### config.mk
export PLATFORM = sky130hd
export DESIGN_NAME = oto_pilot_v2
export DESIGN_NICKNAME = d
export VERILOG_FILES = /design/src/rtl/oto_pilot_pkg.sv /design/src/rtl/oto_pilot_v2_sensor_fusion.sv /design/src/rtl/oto_pilot_v2.sv
export SDC_FILE = /design/constraint.sdc
export NUM_CORES = 1
export LEC_CHECK = 0
export CORE_UTILIZATION = 47
export CTS_CLUSTER_SIZE = 20
export DETAILED_ROUTE_END_ITERATION = 8
export GPL_ROUTABILITY_DRIVEN = 1
export MAX_ROUTING_LAYER = met4
export PLACE_DENSITY = 0.68
export SETUP_SLACK_MARGIN = 0.5
export SYNTH_ARGS = -nofsm -noshare
export SYNTH_HDL_FRONTEND = slang
export SYNTH_HIERARCHICAL = 1
export SYNTH_SLANG_ARGS = --single-unit
### constraint.sdc
create_clock -name clk -period 4.5 [get_ports clk]
set_input_delay 1.35 -clock clk [delete_from_list [all_inputs] [get_ports clk]]
set_output_delay 1.35 -clock clk [all_outputs]
set_load 0.02 [all_outputs]
### src/rtl/oto_pilot_pkg.sv
// Shared state encoding and default parameter values for the oto_pilot_v2 autopilot.
package oto_pilot_pkg;

  typedef enum logic [1:0] {
    BEKLE = 2'd0,
    UCUS  = 2'd1,
    ACIL  = 2'd2
  } state_t;

  localparam int W_DEF        = 8;
  localparam int ALT_MIN_DEF  = 10;
  localparam int ALT_MAX_DEF  = 200;
  localparam int DIFF_MAX_DEF = 9;
  localparam int HYST_DEF     = 2;
  localparam int MAX_ERR_DEF  = 3;
  localparam int ACIL_CYC_DEF = 16;
  localparam int SNS_TMO_DEF  = 8;

endpackage

### src/rtl/oto_pilot_v2_sensor_fusion.sv
// GNSS / altimeter fusion: picks, averages or holds the altitude estimate.
module sensor_fusion
  import oto_pilot_pkg::*;
#(
  parameter int W        = W_DEF,
  parameter int DIFF_MAX = DIFF_MAX_DEF
) (
  input  logic         clk,
  input  logic         rst,
  input  logic [W-1:0] gnss,
  input  logic         gnss_valid,
  input  logic [W-1:0] alt,
  input  logic         alt_valid,
  output logic [W-1:0] fused_p0,
  output logic         vld_p0
);

  localparam logic [W-1:0] DLIM = W'(DIFF_MAX);

  logic [W-1:0] fused_p1;

  function automatic logic [W-1:0] avg_floor(input logic [W-1:0] a, input logic [W-1:0] b);
    logic [W:0] sum;
    sum = {1'b0, a} + {1'b0, b};
    return sum[W:1];
  endfunction

  function automatic logic [W-1:0] abs_diff(input logic [W-1:0] a, input logic [W-1:0] b);
    return (a >= b) ? a - b : b - a;
  endfunction

  assign vld_p0 = gnss_valid | alt_valid;

  always_comb begin
    fused_p0 = fused_p1;
    unique case ({gnss_valid, alt_valid})
      2'b11:   fused_p0 = (abs_diff(gnss, alt) > DLIM) ? gnss : avg_floor(gnss, alt);
      2'b10:   fused_p0 = gnss;
      2'b01:   fused_p0 = alt;
      default: fused_p0 = fused_p1;
    endcase
  end

  // p0 -> p1: hold register, keeps the last estimate while no sensor is valid
  always_ff @(posedge clk or negedge rst) begin
    if (!rst) fused_p1 <= '0;
    else      fused_p1 <= fused_p0;
  end

endmodule

### src/rtl/oto_pilot_v2.sv
// Altitude autopilot: target handling, fault counting, emergency hold and motor control.
module oto_pilot_v2
  import oto_pilot_pkg::*;
#(
  parameter int W        = W_DEF,
  parameter int ALT_MIN  = ALT_MIN_DEF,
  parameter int ALT_MAX  = ALT_MAX_DEF,
  parameter int DIFF_MAX = DIFF_MAX_DEF,
  parameter int HYST     = HYST_DEF,
  parameter int MAX_ERR  = MAX_ERR_DEF,
  parameter int ACIL_CYC = ACIL_CYC_DEF,
  parameter int SNS_TMO  = SNS_TMO_DEF
) (
  input  logic                         clk,
  input  logic                         rst,
  input  logic [W-1:0]                 gnss_i,
  input  logic                         gnss_valid_i,
  input  logic [W-1:0]                 alt_i,
  input  logic                         alt_valid_i,
  input  logic [W-1:0]                 hedef_i,
  input  logic                         hedef_valid_i,
  input  logic                         iptal_i,
  output logic                         motor_o,
  output logic                         yesil_led_o,
  output logic                         kirmizi_led_o,
  output logic [1:0]                   state_o,
  output logic [$clog2(MAX_ERR+1)-1:0] hata_o
);

  localparam int HW = $clog2(MAX_ERR + 1);
  localparam int TW = $clog2(SNS_TMO + 1);
  localparam int AW = (ACIL_CYC > 1) ? $clog2(ACIL_CYC) : 1;

  localparam logic [W-1:0]  LO        = W'(ALT_MIN);
  localparam logic [W-1:0]  HI        = W'(ALT_MAX);
  localparam logic [W-1:0]  HY        = W'(HYST);
  localparam logic [HW-1:0] ERR_LIM   = HW'(MAX_ERR);
  localparam logic [TW-1:0] TMO_LIM   = TW'(SNS_TMO);
  localparam logic [AW-1:0] ACIL_LAST = AW'(ACIL_CYC - 1);

  state_t        state, state_nx;
  logic [W-1:0]  target, target_nx;
  logic [HW-1:0] hata, hata_nx;
  logic [TW-1:0] tmo, tmo_nx;
  logic [AW-1:0] acil_cnt, acil_nx;
  logic          motor_nx, yesil_nx, kirmizi_nx;
  logic [W-1:0]  fused_p0;
  logic          vld_p0;
  logic          legal, tmo_hit;

  function automatic logic [W-1:0] sat_sub(input logic [W-1:0] a, input logic [W-1:0] b);
    return (a > b) ? a - b : '0;
  endfunction

  sensor_fusion #(
    .W        (W),
    .DIFF_MAX (DIFF_MAX)
  ) u_fusion (
    .clk        (clk),
    .rst        (rst),
    .gnss       (gnss_i),
    .gnss_valid (gnss_valid_i),
    .alt        (alt_i),
    .alt_valid  (alt_valid_i),
    .fused_p0   (fused_p0),
    .vld_p0     (vld_p0)
  );

  assign legal   = (hedef_i >= LO) && (hedef_i <= HI);
  assign tmo_nx  = vld_p0 ? '0 : ((tmo == TMO_LIM) ? tmo : tmo + 1'b1);
  assign tmo_hit = (tmo_nx == TMO_LIM);

  // Priority: abort, then sensor timeout, then error limit, then target strobe.
  always_comb begin
    state_nx  = state;
    target_nx = target;
    hata_nx   = hata;
    acil_nx   = '0;
    case (state)
      BEKLE, UCUS: begin
        if (iptal_i) begin
          state_nx = BEKLE;
        end else if ((state == UCUS) && tmo_hit) begin
          state_nx = ACIL;
        end else if (hedef_valid_i) begin
          if (legal) begin
            target_nx = hedef_i;
            state_nx  = UCUS;
          end else begin
            hata_nx = hata + 1'b1;
            if (hata_nx == ERR_LIM) state_nx = ACIL;
          end
        end
      end
      ACIL: begin
        if (acil_cnt == ACIL_LAST) begin
          state_nx = BEKLE;
          hata_nx  = '0;
        end else begin
          acil_nx = acil_cnt + 1'b1;
        end
      end
      default: state_nx = BEKLE;
    endcase
  end

  // Motor decision uses the estimate and target that become current next cycle.
  always_comb begin
    motor_nx   = 1'b0;
    yesil_nx   = 1'b0;
    kirmizi_nx = (state_nx == ACIL);
    if (state_nx == UCUS) begin
      if (fused_p0 < sat_sub(target_nx, HY)) motor_nx = 1'b1;
      else if (fused_p0 >= target_nx)        motor_nx = 1'b0;
      else                                   motor_nx = motor_o;
      yesil_nx = !motor_nx;
    end
  end

  always_ff @(posedge clk or negedge rst) begin
    if (!rst) begin
      state         <= BEKLE;
      target        <= '0;
      hata          <= '0;
      tmo           <= '0;
      acil_cnt      <= '0;
      motor_o       <= 1'b0;
      yesil_led_o   <= 1'b0;
      kirmizi_led_o <= 1'b0;
    end else begin
      state         <= state_nx;
      target        <= target_nx;
      hata          <= hata_nx;
      tmo           <= tmo_nx;
      acil_cnt      <= acil_nx;
      motor_o       <= motor_nx;
      yesil_led_o   <= yesil_nx;
      kirmizi_led_o <= kirmizi_nx;
    end
  end

  assign state_o = state;
  assign hata_o  = hata;

endmodule

==> results.md <==
* Status: complete, but fails checks
* Failing checks: setup timing
* GRT Util Overall at 27.0%
* CTS Sinks at 31
* Hold Fails Final Rpt at 0
* Via count at about 3500
* P_leak at 2.22 nW
* Nets@finish at 604
* Ys flop type: dfrtp_1
* Mapped Area at about 3400 um2
* Synthesized instance count at 398
* 1st-pass router iterations at 5
* Post-synth top area share at 23.1%
* Worst vdd ir at around 0.34 mV
* Ports at 37
* Hold slack final at 0.506 ns
* DR DRC count at 0
* Clock Path Buffers at 2
* Crit-path max cell delay at approximately 0.56 ns
* Most instantiated cells after synthesis: 43 x ha_1, 38 x a21oi_1, 34 x inv_1
* Most used cell, CP: buf_6
* H-tree depth at 2
* Post-detailed-route count of antenna-violating nets at 0
* Final WL at 9480 um
* Total power at 1.39 mW
* Root buffer cell: clkbuf_8
* Actual slew at the worst max-slew pin at 0.510 ns
* Fin area at 4960 um2
* Final slew viol count at 0
* Register area share after synthesis at 23.1%
* PD cells at 279 nW/um2
* Worst-path cell chain: buf_6 > buf_8 > inv_16 > ha_4 > inv_2 > fa_2 > nand3_4 > and4b_1 > o21ai_1 > a2111oi_2 > or4b_4 > buf_6 > a21oi_4 > a311oi_2 > inv_1 > ha_1 > nand2b_4 > a21oi_2 > nor2b_1 > o2111ai_1 > a31oi_2 > o22ai_1
* Syn_nets at ~470
* Worst hold stages at 1
* Die width at 86.6 um
* # rows at 30
* Die area at 7500 um2
* Ant. Diodes at 0
* First-pass GRT wire length at roughly 16000 um
* P&R area growth vs syn at 47.5%
* Initial Utilization at 49.0%
* CTS buffer count at 5
* Synth unique cells at 67
* Number of synthesized flops with an enable pin at 0
* Vias per cell at about 5.6
* Ys async rst share at 100%
* Final core utilization at 72.2%
* Layout Skew at 0.00688 ns
* Final worst setup slack at -0.319 ns
* WL/cell at 15.2 um
* Synth Register Bits at 31
* Total core area at just under 7000 um2
* RSZ-0062 raised after global routing: true
* Synth top area cells: dfrtp_1 23%, ha_1 16%, a21oi_1 5.7%
* Critical Path Source Type: primary input
* Hpwl dp at roughly 7300 um
* Final Cycle Share at 107%
* Final Wtd Congestion at 0.917
* Worst EP arrival at around 5 ns
* Die Ht at 86.6 um
* Largest net degree at the start of global routing at 32
* Gr ovfl total at 0
* CTS tree: yes
* # port buffers at 36
* Initial antenna violation count at 0
* Max Cap Violations at 0
* CP Capture Type: register
* FMAX at approximately 0.21 GHz
* WP data required at roughly 4.7 ns
* Crit-path max FO at 5
* Synth area leader: dfrtp_1
* Most frequent cell after synthesis: ha_1
* Clock transition at path regs at around 0.07 ns
* Min-Delay Path Class: register to register
* Worst skew pair latency at 0.28 ns
* Avg Cell Area, Syn at 8.45 um2
* Tmin final at 4.82 ns
* Ys Warns at 6
* Relative slew slack at 66.0%
* Worst r2r path cells at 20
* Vias in the first global route at ~3500
* Max stage delay cell, worst path: or4b_4
* Placed Area at 4490 um2
* Share of layout cells above drive strength 1 at 33.8%
* Final setup violating endpoints at 2
* Initial drt markers at 170
* Setup CP Type: primary input to register
==> flip-flops by register name, summed over array words and instances (netlist names) <==
name / flops
target: 8
u_fusion/fused_p1: 8
acil_cnt: 4
tmo: 4
hata_o: 2
state_o: 2
kirmizi_led_o: 1
motor_o: 1
yesil_led_o: 1
==> area by class of cell <==
type                    instances  area (um2)
well taps                      96         120
clock buffers                   5        68.8
repair buffers                136        1120
fillers                       529        1910
multi-input cells             318        2680
inverters                      36         151
flip-flops and latches         31         776
clock inverters                 3        43.8
==> where the power goes <==
group | internal [mW] | switching (mW) | leakage [nW]
clock network | 0.165 | 0.111 | 0.0581
registers | 0.325 | 0.0446 | 0.394
logic | 0.371 | 0.371 | 1.77
==> critical path: cells and delay by family <==
family                     cells  cell delay [ns]
AOI/OAI and AO/OA              8             1.32
adders and majority gates      3             0.76
buffers and inverters          6             0.56
and+or+nand+nor                5             1.03
==> per-layer routing <==
layer | wire (um) | track usage [%] | vias to the layer above | part of all wire [%]
met5 | 0 | - | - | 0
met4 | 309 | 10.9 | 0 | 3.3
met3 | 292 | 2.38 | 31 | 3.1
met2 | 4910 | 48.4 | 96 | 52
met1 | 3970 | 30.9 | 1665 | 42
li1 | - | - | 1697 | -
==> layout by cell type, fill, tap and decap left out, types with 10 or more instances in the layout <==
cell / instances
clkdlybuf4s50_1: 24
nand2_1: 21
ha_4: 10
o21ai_0: 17
mux2i_1: 11
xor2_1: 10
nor3_1: 11
inv_1: 26
a21oi_1: 31
nor2_1: 25
dfrtp_1: 31
buf_4: 94
xnor2_1: 11
ha_1: 30
==> repair_timing <==
item                       4_1_cts  5_1_grt
pin swaps                       22       19
setup endpoints to repair       10        5
hold buffers                     0        0
buffers inserted                10        5
gates resized for setup         60       20
==> final timing paths <==
check | from | to | slack, ns
setup / recovery | gnss_i[0] | motor_o | -0.32
hold / removal | acil_cnt[0] | acil_cnt[0] | 0.51
setup reg to reg | tmo[0] | motor_o | 0.75
hold reg to reg | acil_cnt[0] | acil_cnt[0] | 0.51
max in group asynchronous | rst | target[6] | 2.75
min in group asynchronous | rst | acil_cnt[3] | 1.45
==> logic make-up after synthesis <==
logic type | synth area share (%)
flip-flops | 23.1
multiplexers | 4.69
adder cells (fa/ha/maj) | 17.8
AO/OA/AOI/OAI | 22.5
XOR/XNOR | 5.47
buffers and inverters | 6.10
AND/OR/NAND/NOR | 20.3
==> stage by stage <==
step	TNS [ns]	cells	setup WS [ns]
after floorplan	-0.216	398	-0.113
after detailed placement	-2.08	602	-1.03
after global routing	-1.10	625	-0.561
after global placement	-1.75	602	-0.877
final	-0.629	625	-0.319
after CTS	-0.585	620	-0.304
(Power assumes the default switching activity.)
